[src/rtl/cpu_pkg.sv]
// cpu_pkg: types and constants shared by the register-file write path.
//   REG_AW   - register address width (32 architectural registers)
//   XLEN     - datapath width
//   NUM_REGS - number of architectural registers
//   wr_req_t - one pending register write {rd, data}
//   wr_src_e - origin of the write currently on the register file port
package cpu_pkg;

  localparam int REG_AW   = 5;
  localparam int XLEN     = 32;
  localparam int NUM_REGS = 1 << REG_AW;

  typedef struct packed {
    logic [REG_AW-1:0] rd;
    logic [XLEN-1:0]   data;
  } wr_req_t;

  typedef enum logic {
    SRC_WB = 1'b0,
    SRC_MD = 1'b1
  } wr_src_e;

endpackage

[src/rtl/regwrite_arbiter_if.sv]
// regwrite_arbiter_if: every non-clock signal of the register-file write arbiter.
//   writeback : wb_en, wb_rd, wb_data
//   mul/div   : md_valid, md_ready, md_rd, md_data
//   issue     : iss_valid, iss_rd
//   decode    : rA, rB, rD lookups -> pend_a, pend_b, pend_d
//   control   : pipe_hold
//   regfile   : wE, rW, busW
// The slave modport is the arbiter; the master modport is its surroundings.
interface regwrite_arbiter_if;
  import cpu_pkg::*;

  logic              wb_en;
  logic [REG_AW-1:0] wb_rd;
  logic [XLEN-1:0]   wb_data;

  logic              md_valid;
  logic              md_ready;
  logic [REG_AW-1:0] md_rd;
  logic [XLEN-1:0]   md_data;

  logic              iss_valid;
  logic [REG_AW-1:0] iss_rd;

  logic [REG_AW-1:0] rA;
  logic [REG_AW-1:0] rB;
  logic [REG_AW-1:0] rD;
  logic              pend_a;
  logic              pend_b;
  logic              pend_d;

  logic              pipe_hold;

  logic              wE;
  logic [REG_AW-1:0] rW;
  logic [XLEN-1:0]   busW;

  modport slave (
    input  wb_en, wb_rd, wb_data,
    input  md_valid, md_rd, md_data,
    output md_ready,
    input  iss_valid, iss_rd,
    input  rA, rB, rD,
    output pend_a, pend_b, pend_d,
    output pipe_hold,
    output wE, rW, busW
  );

  modport master (
    output wb_en, wb_rd, wb_data,
    output md_valid, md_rd, md_data,
    input  md_ready,
    output iss_valid, iss_rd,
    output rA, rB, rD,
    input  pend_a, pend_b, pend_d,
    input  pipe_hold,
    input  wE, rW, busW
  );

endinterface

[src/rtl/wb_fifo2.sv]
// wb_fifo2: two-entry FIFO buffering mul/div results for the write port.
//   clk, rst_n   - clock, asynchronous active-low reset
//   push_i       - store push_data_i (ignored when full unless popping)
//   push_data_i  - entry to store
//   pop_i        - consume head_o
//   head_o       - oldest entry; when empty it shows push_data_i so that a
//                  same-cycle push+pop flows straight through
//   full_o       - both entries occupied
//   empty_o      - no entries stored
module wb_fifo2
  import cpu_pkg::*;
(
  input  logic    clk,
  input  logic    rst_n,
  input  logic    push_i,
  input  wr_req_t push_data_i,
  input  logic    pop_i,
  output wr_req_t head_o,
  output logic    full_o,
  output logic    empty_o
);

  wr_req_t    mem_q [2];
  wr_req_t    mem_d [2];
  logic       rd_ptr_q, rd_ptr_d;
  logic       wr_ptr_q, wr_ptr_d;
  logic [1:0] count_q, count_d;
  logic       flow_through;
  logic       do_push;
  logic       do_pop;

  assign empty_o = (count_q == 2'd0);
  assign full_o  = (count_q == 2'd2);

  // Push and pop on an empty FIFO hand the entry straight to the reader and
  // leave the storage untouched; a push while full is only taken alongside a pop.
  assign flow_through = empty_o && push_i && pop_i;
  assign do_push      = push_i && (!full_o || pop_i) && !flow_through;
  assign do_pop       = pop_i && !empty_o;
  assign head_o       = empty_o ? push_data_i : mem_q[rd_ptr_q];

  // Next-state for storage, pointers and occupancy.
  always_comb begin
    mem_d    = mem_q;
    wr_ptr_d = wr_ptr_q;
    rd_ptr_d = rd_ptr_q;
    count_d  = count_q;
    if (do_push) begin
      mem_d[wr_ptr_q] = push_data_i;
      wr_ptr_d        = ~wr_ptr_q;
    end
    if (do_pop) begin
      rd_ptr_d = ~rd_ptr_q;
    end
    case ({do_push, do_pop})
      2'b10:   count_d = count_q + 2'd1;
      2'b01:   count_d = count_q - 2'd1;
      default: count_d = count_q;
    endcase
  end

  always_ff @(posedge clk or negedge rst_n) begin
    if (!rst_n) begin
      mem_q    <= '{default: '0};
      wr_ptr_q <= 1'b0;
      rd_ptr_q <= 1'b0;
      count_q  <= 2'd0;
    end else begin
      mem_q    <= mem_d;
      wr_ptr_q <= wr_ptr_d;
      rd_ptr_q <= rd_ptr_d;
      count_q  <= count_d;
    end
  end

endmodule

[src/rtl/regwrite_arbiter.sv]
// regwrite_arbiter: merges pipeline writeback and buffered mul/div results onto
// the single register-file write port, and tracks which registers still await
// a mul/div result.
//   STARVE_LIMIT - cycles the buffered head may lose arbitration before a
//                  pipeline hold is forced (must be >= 2)
//   clk, rst_n   - clock, asynchronous active-low reset
//   bus          - slave side of regwrite_arbiter_if (writeback, mul/div
//                  handshake, issue, decode lookups, pipe_hold, wE/rW/busW)
module regwrite_arbiter
  import cpu_pkg::*;
#(
  parameter int STARVE_LIMIT = 4
) (
  input  logic              clk,
  input  logic              rst_n,
  regwrite_arbiter_if.slave bus
);

  localparam int               CNT_W   = (STARVE_LIMIT > 2) ? $clog2(STARVE_LIMIT) : 1;
  localparam logic [CNT_W-1:0] CNT_MAX = CNT_W'(STARVE_LIMIT - 1);

  wr_req_t md_req;
  wr_req_t wb_req;
  wr_req_t fifo_head;
  wr_req_t sel_req;
  wr_src_e sel_src;
  logic    sel_valid;
  logic    fifo_full;
  logic    fifo_empty;
  logic    fifo_pop;
  logic    md_push;

  logic              wE_q, wE_d;
  logic [REG_AW-1:0] rW_q, rW_d;
  logic [XLEN-1:0]   busW_q, busW_d;
  wr_src_e           src_q, src_d;
  logic              pipe_hold_q, pipe_hold_d;
  logic [CNT_W-1:0]  cnt_q, cnt_d;
  logic [NUM_REGS-1:0] sb_q, sb_d;

  assign md_req = '{rd: bus.md_rd, data: bus.md_data};
  assign wb_req = '{rd: bus.wb_rd, data: bus.wb_data};

  assign bus.md_ready = !fifo_full;
  assign md_push      = bus.md_valid && !fifo_full;

  wb_fifo2 u_fifo (
    .clk         (clk),
    .rst_n       (rst_n),
    .push_i      (md_push),
    .push_data_i (md_req),
    .pop_i       (fifo_pop),
    .head_o      (fifo_head),
    .full_o      (fifo_full),
    .empty_o     (fifo_empty)
  );

  // Write-port arbitration: a forced hold drains the head, otherwise the
  // pipeline wins, otherwise any available mul/div result (stored or arriving
  // this cycle into an empty FIFO) goes out.
  always_comb begin
    fifo_pop  = 1'b0;
    sel_valid = 1'b0;
    sel_req   = '0;
    sel_src   = SRC_WB;
    if (pipe_hold_q) begin
      fifo_pop  = !fifo_empty;
      sel_valid = !fifo_empty;
      sel_req   = fifo_head;
      sel_src   = SRC_MD;
    end else if (bus.wb_en) begin
      sel_valid = 1'b1;
      sel_req   = wb_req;
      sel_src   = SRC_WB;
    end else if (!fifo_empty || md_push) begin
      fifo_pop  = 1'b1;
      sel_valid = 1'b1;
      sel_req   = fifo_head;
      sel_src   = SRC_MD;
    end
  end

  // A write to r0 still consumes its slot but never reaches the register file.
  always_comb begin
    wE_d   = sel_valid && (sel_req.rd != '0);
    rW_d   = rW_q;
    busW_d = busW_q;
    src_d  = SRC_WB;
    if (wE_d) begin
      rW_d   = sel_req.rd;
      busW_d = sel_req.data;
      src_d  = sel_src;
    end
  end

  // Starvation: count cycles a stored head is passed over. The hold is
  // registered, so it lands the cycle after the count reaches its limit and
  // the pop it causes clears the count again.
  always_comb begin
    cnt_d = '0;
    if (!fifo_empty && !fifo_pop) begin
      cnt_d = cnt_q + CNT_W'(1);
    end
    pipe_hold_d = (cnt_d == CNT_MAX);
  end

  // Scoreboard: cleared by a committed mul/div write, set by issue; the set
  // is applied last so it wins on the same bit. r0 is never marked.
  always_comb begin
    sb_d = sb_q;
    if (wE_q && (src_q == SRC_MD)) begin
      sb_d[rW_q] = 1'b0;
    end
    if (bus.iss_valid && (bus.iss_rd != '0)) begin
      sb_d[bus.iss_rd] = 1'b1;
    end
  end

  always_ff @(posedge clk or negedge rst_n) begin
    if (!rst_n) begin
      wE_q        <= 1'b0;
      rW_q        <= '0;
      busW_q      <= '0;
      src_q       <= SRC_WB;
      pipe_hold_q <= 1'b0;
      cnt_q       <= '0;
      sb_q        <= '0;
    end else begin
      wE_q        <= wE_d;
      rW_q        <= rW_d;
      busW_q      <= busW_d;
      src_q       <= src_d;
      pipe_hold_q <= pipe_hold_d;
      cnt_q       <= cnt_d;
      sb_q        <= sb_d;
    end
  end

  assign bus.wE        = wE_q;
  assign bus.rW        = rW_q;
  assign bus.busW      = busW_q;
  assign bus.pipe_hold = pipe_hold_q;

  // Lookups read the registered scoreboard directly; no same-cycle bypass.
  assign bus.pend_a = sb_q[bus.rA];
  assign bus.pend_b = sb_q[bus.rB];
  assign bus.pend_d = sb_q[bus.rD];

  // Writeback must present a bubble while the hold drains the FIFO head.
  a_no_wb_during_hold : assert property (
    @(posedge clk) disable iff (!rst_n) !(pipe_hold_q && bus.wb_en)
  );

endmodule

[src/flat_wrapper.sv]
// flat-port wrapper written by rule: the top's interface ports become plain ports
module regwrite_arbiter_flat import cpu_pkg::*;
#(
  parameter int STARVE_LIMIT = 4
)
  (clk, rst_n, bus_wb_en, bus_wb_rd, bus_wb_data, bus_md_valid, bus_md_rd, bus_md_data, bus_md_ready, bus_iss_valid, bus_iss_rd, bus_rA, bus_rB, bus_rD, bus_pend_a, bus_pend_b, bus_pend_d, bus_pipe_hold, bus_wE, bus_rW, bus_busW);
  regwrite_arbiter_if bus_i ();
  input  logic clk;
  input  logic rst_n;
  input wire logic [$bits(bus_i.wb_en)-1:0] bus_wb_en;
  input wire logic [$bits(bus_i.wb_rd)-1:0] bus_wb_rd;
  input wire logic [$bits(bus_i.wb_data)-1:0] bus_wb_data;
  input wire logic [$bits(bus_i.md_valid)-1:0] bus_md_valid;
  input wire logic [$bits(bus_i.md_rd)-1:0] bus_md_rd;
  input wire logic [$bits(bus_i.md_data)-1:0] bus_md_data;
  output wire logic [$bits(bus_i.md_ready)-1:0] bus_md_ready;
  input wire logic [$bits(bus_i.iss_valid)-1:0] bus_iss_valid;
  input wire logic [$bits(bus_i.iss_rd)-1:0] bus_iss_rd;
  input wire logic [$bits(bus_i.rA)-1:0] bus_rA;
  input wire logic [$bits(bus_i.rB)-1:0] bus_rB;
  input wire logic [$bits(bus_i.rD)-1:0] bus_rD;
  output wire logic [$bits(bus_i.pend_a)-1:0] bus_pend_a;
  output wire logic [$bits(bus_i.pend_b)-1:0] bus_pend_b;
  output wire logic [$bits(bus_i.pend_d)-1:0] bus_pend_d;
  output wire logic [$bits(bus_i.pipe_hold)-1:0] bus_pipe_hold;
  output wire logic [$bits(bus_i.wE)-1:0] bus_wE;
  output wire logic [$bits(bus_i.rW)-1:0] bus_rW;
  output wire logic [$bits(bus_i.busW)-1:0] bus_busW;
  assign bus_i.wb_en = bus_wb_en;
  assign bus_i.wb_rd = bus_wb_rd;
  assign bus_i.wb_data = bus_wb_data;
  assign bus_i.md_valid = bus_md_valid;
  assign bus_i.md_rd = bus_md_rd;
  assign bus_i.md_data = bus_md_data;
  assign bus_md_ready = bus_i.md_ready;
  assign bus_i.iss_valid = bus_iss_valid;
  assign bus_i.iss_rd = bus_iss_rd;
  assign bus_i.rA = bus_rA;
  assign bus_i.rB = bus_rB;
  assign bus_i.rD = bus_rD;
  assign bus_pend_a = bus_i.pend_a;
  assign bus_pend_b = bus_i.pend_b;
  assign bus_pend_d = bus_i.pend_d;
  assign bus_pipe_hold = bus_i.pipe_hold;
  assign bus_wE = bus_i.wE;
  assign bus_rW = bus_i.rW;
  assign bus_busW = bus_i.busW;
  regwrite_arbiter #(.STARVE_LIMIT(STARVE_LIMIT)) u_core (.clk(clk), .rst_n(rst_n), .bus(bus_i));
endmodule
[config.mk]
export PLATFORM = sky130hd
export DESIGN_NAME = regwrite_arbiter_flat
export DESIGN_NICKNAME = d
export VERILOG_FILES = /design/src/rtl/cpu_pkg.sv /design/src/rtl/regwrite_arbiter_if.sv /design/src/rtl/wb_fifo2.sv /design/src/rtl/regwrite_arbiter.sv /design/src/flat_wrapper.sv
export SDC_FILE = /design/constraint.sdc
export NUM_CORES = 1
export LEC_CHECK = 0
export CAP_MARGIN = 20
export CORE_UTILIZATION = 30
export DETAILED_ROUTE_END_ITERATION = 8
export PLACE_DENSITY = 0.62
export SYNTH_ARGS = -nofsm -noshare
export SYNTH_HDL_FRONTEND = slang
export SYNTH_SLANG_ARGS = --single-unit
export TNS_END_PERCENT = 1
[constraint.sdc]
create_clock -name clk -period 2.9 [get_ports clk]
set_input_delay 0.58 -clock clk [delete_from_list [all_inputs] [get_ports clk]]
set_output_delay 0.58 -clock clk [all_outputs]
set_load 0.01 [all_outputs]
# Word-level counts from Yosys, hierarchy flattened
# Cells that the tools add are included.
# totals
out_inout_bits	43
inputBits	99
elab_cells	92
reg_bits	152
# op_classes
n_eq_ne	4
bitwise	7
reduce_logical	23
addsub	3
n_lt_le_gt_ge	10
n_mux	31
# op_table
operator	n
$mux W37	8
$bwmux W74	1
$mux W32	2
$demux W37 S1	1
$and A32 B32 Y32	1
$not A32 Y32	1
$or A32 B32 Y32	1
$lt A5 B6 Y1 const B	5
$bmux W1 S5	3
$logic_and A1 B1 Y1	13
$mux W1	12
$demux W1 S5	2
$ge A5 B1 Y1 const B	2
$reduce_bool A5 Y1	2
$eq A2 B2 Y1 const B	3
$add A2 B1 Y2 const B	2
$ge A2 B2 Y1 const B	2
$logic_not A1 Y1	4
$not A1 Y2	2
$pmux W2 S2	1
$eq A2 B1 Y1 const B	1
$logic_not A2 Y1	1
$logic_or A1 B1 Y1	2
$lt A2 B1 Y1 const B	1
other kinds (4)	5

# Longest topological paths before layout
# depth
depth_word	12
mapped_depth	9
depth_no_buf	7

# By module
# A second synthesis with hierarchy kept.
# hier_totals
cells_unflattened	639
hier_area_um2	7917.6
# modules_own_cells
module	n_inst	cells_each	seq_area_each_um2	area_each_um2
regwrite_arbiter	1	341	1851.8	4151.5
wb_fifo2	1	298	1951.9	3766.1

# Worst setup path before layout
# No wires, ideal clock.
# synth_path
path_type	input port to output port
start	in bus_rA[0]
end	out bus_pend_a
stages	4
setup_slack_ps	325
arrival_time_ps	1995
n_path_buf	1
required_time_ps	2320
path_cell_list	buf_4 mux4_2 mux4_2 mux2_2
# synth_via
elab_chain_len	2
# synth_rtl
element	line_no	text
from (decl)	flat_wrapper.sv:19	input wire logic [$bits(bus_i.rA)-1:0] bus_rA;
$bmux W1 S5	regwrite_arbiter.sv:145	assign bus.pend_a = sb_q[bus.rA];
$mux W1 (implied by the code)	regwrite_arbiter.sv:145	
to (decl)	flat_wrapper.sv:22	output wire logic [$bits(bus_i.pend_a)-1:0] bus_pend_a;
# Every way passes these cells. The select of a mux whose other input is x is not followed.

# Worst setup path in the final report
# layout_path
start	reg u_core.sb_q[15]
end	out bus_pend_d
# layout_via
elab_chain_len	2
# layout_rtl
element	line_no	text
from (decl)	regwrite_arbiter.sv:39	logic [NUM_REGS-1:0] sb_q, sb_d;
from (signal assigned)	regwrite_arbiter.sv:127	sb_q <= '0;
from (signal assigned)	regwrite_arbiter.sv:135	sb_q <= sb_d;
$bmux W1 S5	regwrite_arbiter.sv:147	assign bus.pend_d = sb_q[bus.rD];
$mux W1 (implied by the code)	regwrite_arbiter.sv:147	
to (decl)	flat_wrapper.sv:24	output wire logic [$bits(bus_i.pend_d)-1:0] bus_pend_d;
# Every way passes these cells. The select of a mux whose other input is x is not followed.

==> impl_metrics.csv <==
group,metric,value,unit
timing,finalSetupTns,0,ns
global_routing,overflow,0,
synth,ys_ff_latch,152,
setup_path,critPathLaunch,"u_core.sb_q[15]$_DFF_PN0_",
timing,fmax,0.358,GHz
timing,drv_slew,0,
routing,wl,20100,microns
place,io_buffers,141,
global_routing,grt_pass1_vias,5775,
synth,synth_seq_area_share,48.6,%
status,status,"complete, no violations",
routing,drt-initial-drc-count,367,
synth,synthFlopType,"dfrtp_1",
clocking,clk_latency,0.42,ns
setup_path,path_class,"reg2out",
global_routing,antenna_found_initial,5,
synth,netlist_instances,618,
routing,ant_nets,0,
synth,synthSimpleGateAreaFrac,5.53,%
die,die_x,164,microns
synth,synth_top_family_by_area,"multiplexers",
clocking,cts_setup_buffers,0,
setup_path,worstReg2RegStart,"u_core.u_fifo.count_q[0]$_DFFE_PN0P_",
die,die_h,164,microns
clocking,root_buffer,"clkbuf_16",
flow_run,maxCapViolations,0,
synth,ys.warnings.count,0,
setup_path,worst_setup_path_start_kind,"flop",
synth,synth_edf_count,0,
synth,synthMuxAreaShare,30.3,%
place,hpwl,14400,microns
timing,setup_violations,0,
synth,synth_xor_area_share,0.559,%
clocking,h-tree-depth,4,
clocking,path_clk_slew,0.07,ns
global_routing,grt_pass1_wl,32100,microns
clocking,clkSinkCount,152,
timing,relSlewSlack,62.5,%
setup_path,cp.required,2.32,ns
place,dp.cells,1073,
final_layout,area_growth,31.6,%
power,power_leakage,0.00415,uW
die,fp-row-count,58,
clocking,cts_buffers,17,
timing,period_minus_slack,2.80,ns
setup_path,arrival,2.22,ns
routing,wl_per_cell,18.2,microns
die,core_area,0.0254,sq mm
power,irDropWorstVdd,0.000421,V
final_layout,nNetsFinal,862,
die,start_util,30.8,%
timing,finalHoldViolations,0,
final_layout,layoutNonFillerInstCount,1106,
setup_path,worstSetupEndpointType,"output pin",
synth,synth.avg_cell_area,12.7,sq um
clocking,cts_buffer_depth,2,
power,power_density,1040,mW/mm^2
timing,fin_crit_sh,96.4,%
place,gp_congestion,0.855,
routing,drc,0,
synth,synth_compound_area_share,11.9,%
die,io_pins,142,
timing,rsz0062_at_grt,"no",
final_layout,utilization,40.6,%
synth,synth_cell_types,42,
clocking,tritoncts,"yes",
synth,post_synth_fa_ha_maj_area_fraction,0.160,%
routing,via_per_inst,5.11,
global_routing,track_usage,15.7,%
synth,async_flop_share,100,%
global_routing,grt_max_degree,58,
timing,clock_skew,0.0107,ns
synth,syn-num-nets,718,
worst_hold_path,min_path_type,"in2async",
timing,worstMarginPinSlew,0.563,ns
place,placed_area,0.00974,sq mm
final_layout,drive_gt1_share,27.6,%
synth,syn-cell-area,0.00783,sq mm
setup_path,crit_path_max_fanout,4,
final_layout,fin_area,0.0103,sq mm
routing,first_pass_iters,5,
die,die_area,0.0267,sq mm
routing,vias,5656,
timing,whs,0.122,ns
## where the power goes
| part | switching (uW) | total (uW) | internal (uW) |
|---|---|---|---|
| clock | 935 | 2150 | 1220 |
| sequential | 843 | 3990 | 3150 |
| combinational | 1910 | 4590 | 2690 |
## worst paths after layout
path                                                       end  slack [ns]  depth (start not counted)
max reg2reg                     u_core.bus.busW[2]$_DFFE_PN0P_        0.71                          5
max                                                 bus_pend_d        0.10                          4
min                            u_core.bus.busW[11]$_DFFE_PN0P_        0.12                          1
min in group clk                     u_core.cnt_q[0]$_DFF_PN0_        0.47                          1
min reg2reg                          u_core.cnt_q[0]$_DFF_PN0_        0.47                          1
max in group asynchronous  u_core.u_fifo.mem_q[18]$_DFFE_PN0P_        2.01                          2
## final cells by class
| type | count | area [sq um] |
|---|---|---|
| sequential | 152 | 3800 |
| antenna | 2 | 5.00 |
| multi-input combinational | 423 | 3830 |
| clock inverter | 11 | 115 |
| inverter | 3 | 11.3 |
| fill | 2447 | 15100 |
| tap | 330 | 413 |
| clock buffer | 20 | 447 |
| timing repair buffer | 165 | 1670 |
## timing repair
action | CTS | global route
gates cloned | 0 | 0
resized for setup | 28 | 3
pin swaps | 0 | 0
hold endpoints to repair | 0 | 0
hold buffers | 0 | 0
endpoints found under the setup margin | 3 | 3
## cells in the mapped netlist (all sizes together), types with 2 or more instances
master | number | area, sq um
nor4 | 2 | 12.5
o21a | 2 | 15.0
nand2 | 45 | 169
xnor2 | 3 | 26.3
mux2i | 37 | 370
nand3 | 4 | 20.0
nand3b | 8 | 60.1
nor2 | 10 | 40.0
clkbuf | 14 | 52.6
o211ai | 3 | 27.5
o21ai | 99 | 495
or3b | 3 | 26.3
nand4b | 2 | 17.5
mux2 | 112 | 1330
xor2 | 2 | 17.5
and2 | 2 | 12.5
a22oi | 2 | 15.0
a21oi | 5 | 36.3
a22o | 35 | 307
nand4 | 2 | 12.5
dfrtp | 152 | 3800
or2 | 2 | 12.5
nor3 | 5 | 25.0
nand2b | 2 | 12.5
mux4 | 30 | 676
inv | 3 | 11.3
buf | 26 | 171
## kinds of logic after synthesis
kind of cell / after synthesis
AOI/OAI and AO/OA: 149
xor gates and xnor gates: 5
adders and majority gates: 1
buffers and inverters: 43
DFF: 152
muxes: 179
and+or+nand+nor: 89
## routing by layer
layer | wire length, microns | up-vias | GRT usage, %
met3 | 1640 | 35 | 5.05
met4 | 416 | 6 | 6.02
met2 | 9380 | 195 | 24.5
li1 | - | 2608 | -
met5 | 37 | - | 0
met1 | 8670 | 2812 | 20.2
## stage by stage
step                      worst slack, ns  power [uW]
final                               0.104       10700
after global routing               0.0380       11500
after CTS                         0.00153       10900
after detailed placement           -0.646        8650
after global placement             -0.652        8550
after floorplan                     0.325        6940
## placed cells by master (no fill, tap or decap), types with 3 or more instances in the layout
| cell | n |
|---|---|
| a22o_1 | 35 |
| buf_12 | 7 |
| buf_4 | 14 |
| buf_6 | 6 |
| clkbuf_16 | 17 |
| clkbuf_2 | 3 |
| clkdlybuf4s50_1 | 131 |
| clkinv_4 | 3 |
| dfrtp_1 | 151 |
| dlygate4sd2_1 | 3 |
| inv_1 | 3 |
| inv_6 | 4 |
| mux2_2 | 91 |
| mux2_4 | 19 |
| mux2i_1 | 37 |
| mux4_2 | 30 |
| nand2_1 | 45 |
| nand3_1 | 4 |
| nand3b_1 | 8 |
| nor2_1 | 9 |
| nor3_1 | 5 |
| o21ai_0 | 98 |
| or3b_2 | 3 |
| xnor2_1 | 3 |
## critical path, cell delays in order, from the launching register on
cell	delay, ns
dfrtp_1	0.45
mux4_2	0.48
mux4_2	0.46
mux2_2	0.27
buf_2	0.14
## flip-flops by register name, summed over array words and instances, names as in the netlist
| register | cells |
|---|---|
| u_core.u_fifo.mem_q | 74 |
| u_core.bus.busW | 32 |
| u_core.sb_q | 32 |
| u_core.bus.rW | 5 |
| u_core.cnt_q | 2 |
| u_core.u_fifo.count_q | 2 |
| u_core.bus.pipe_hold | 1 |
| u_core.bus.wE | 1 |
| u_core.src_q | 1 |
| u_core.u_fifo.rd_ptr_q | 1 |
| u_core.u_fifo.wr_ptr_q | 1 |
Power figures use the tool's default switching activity.
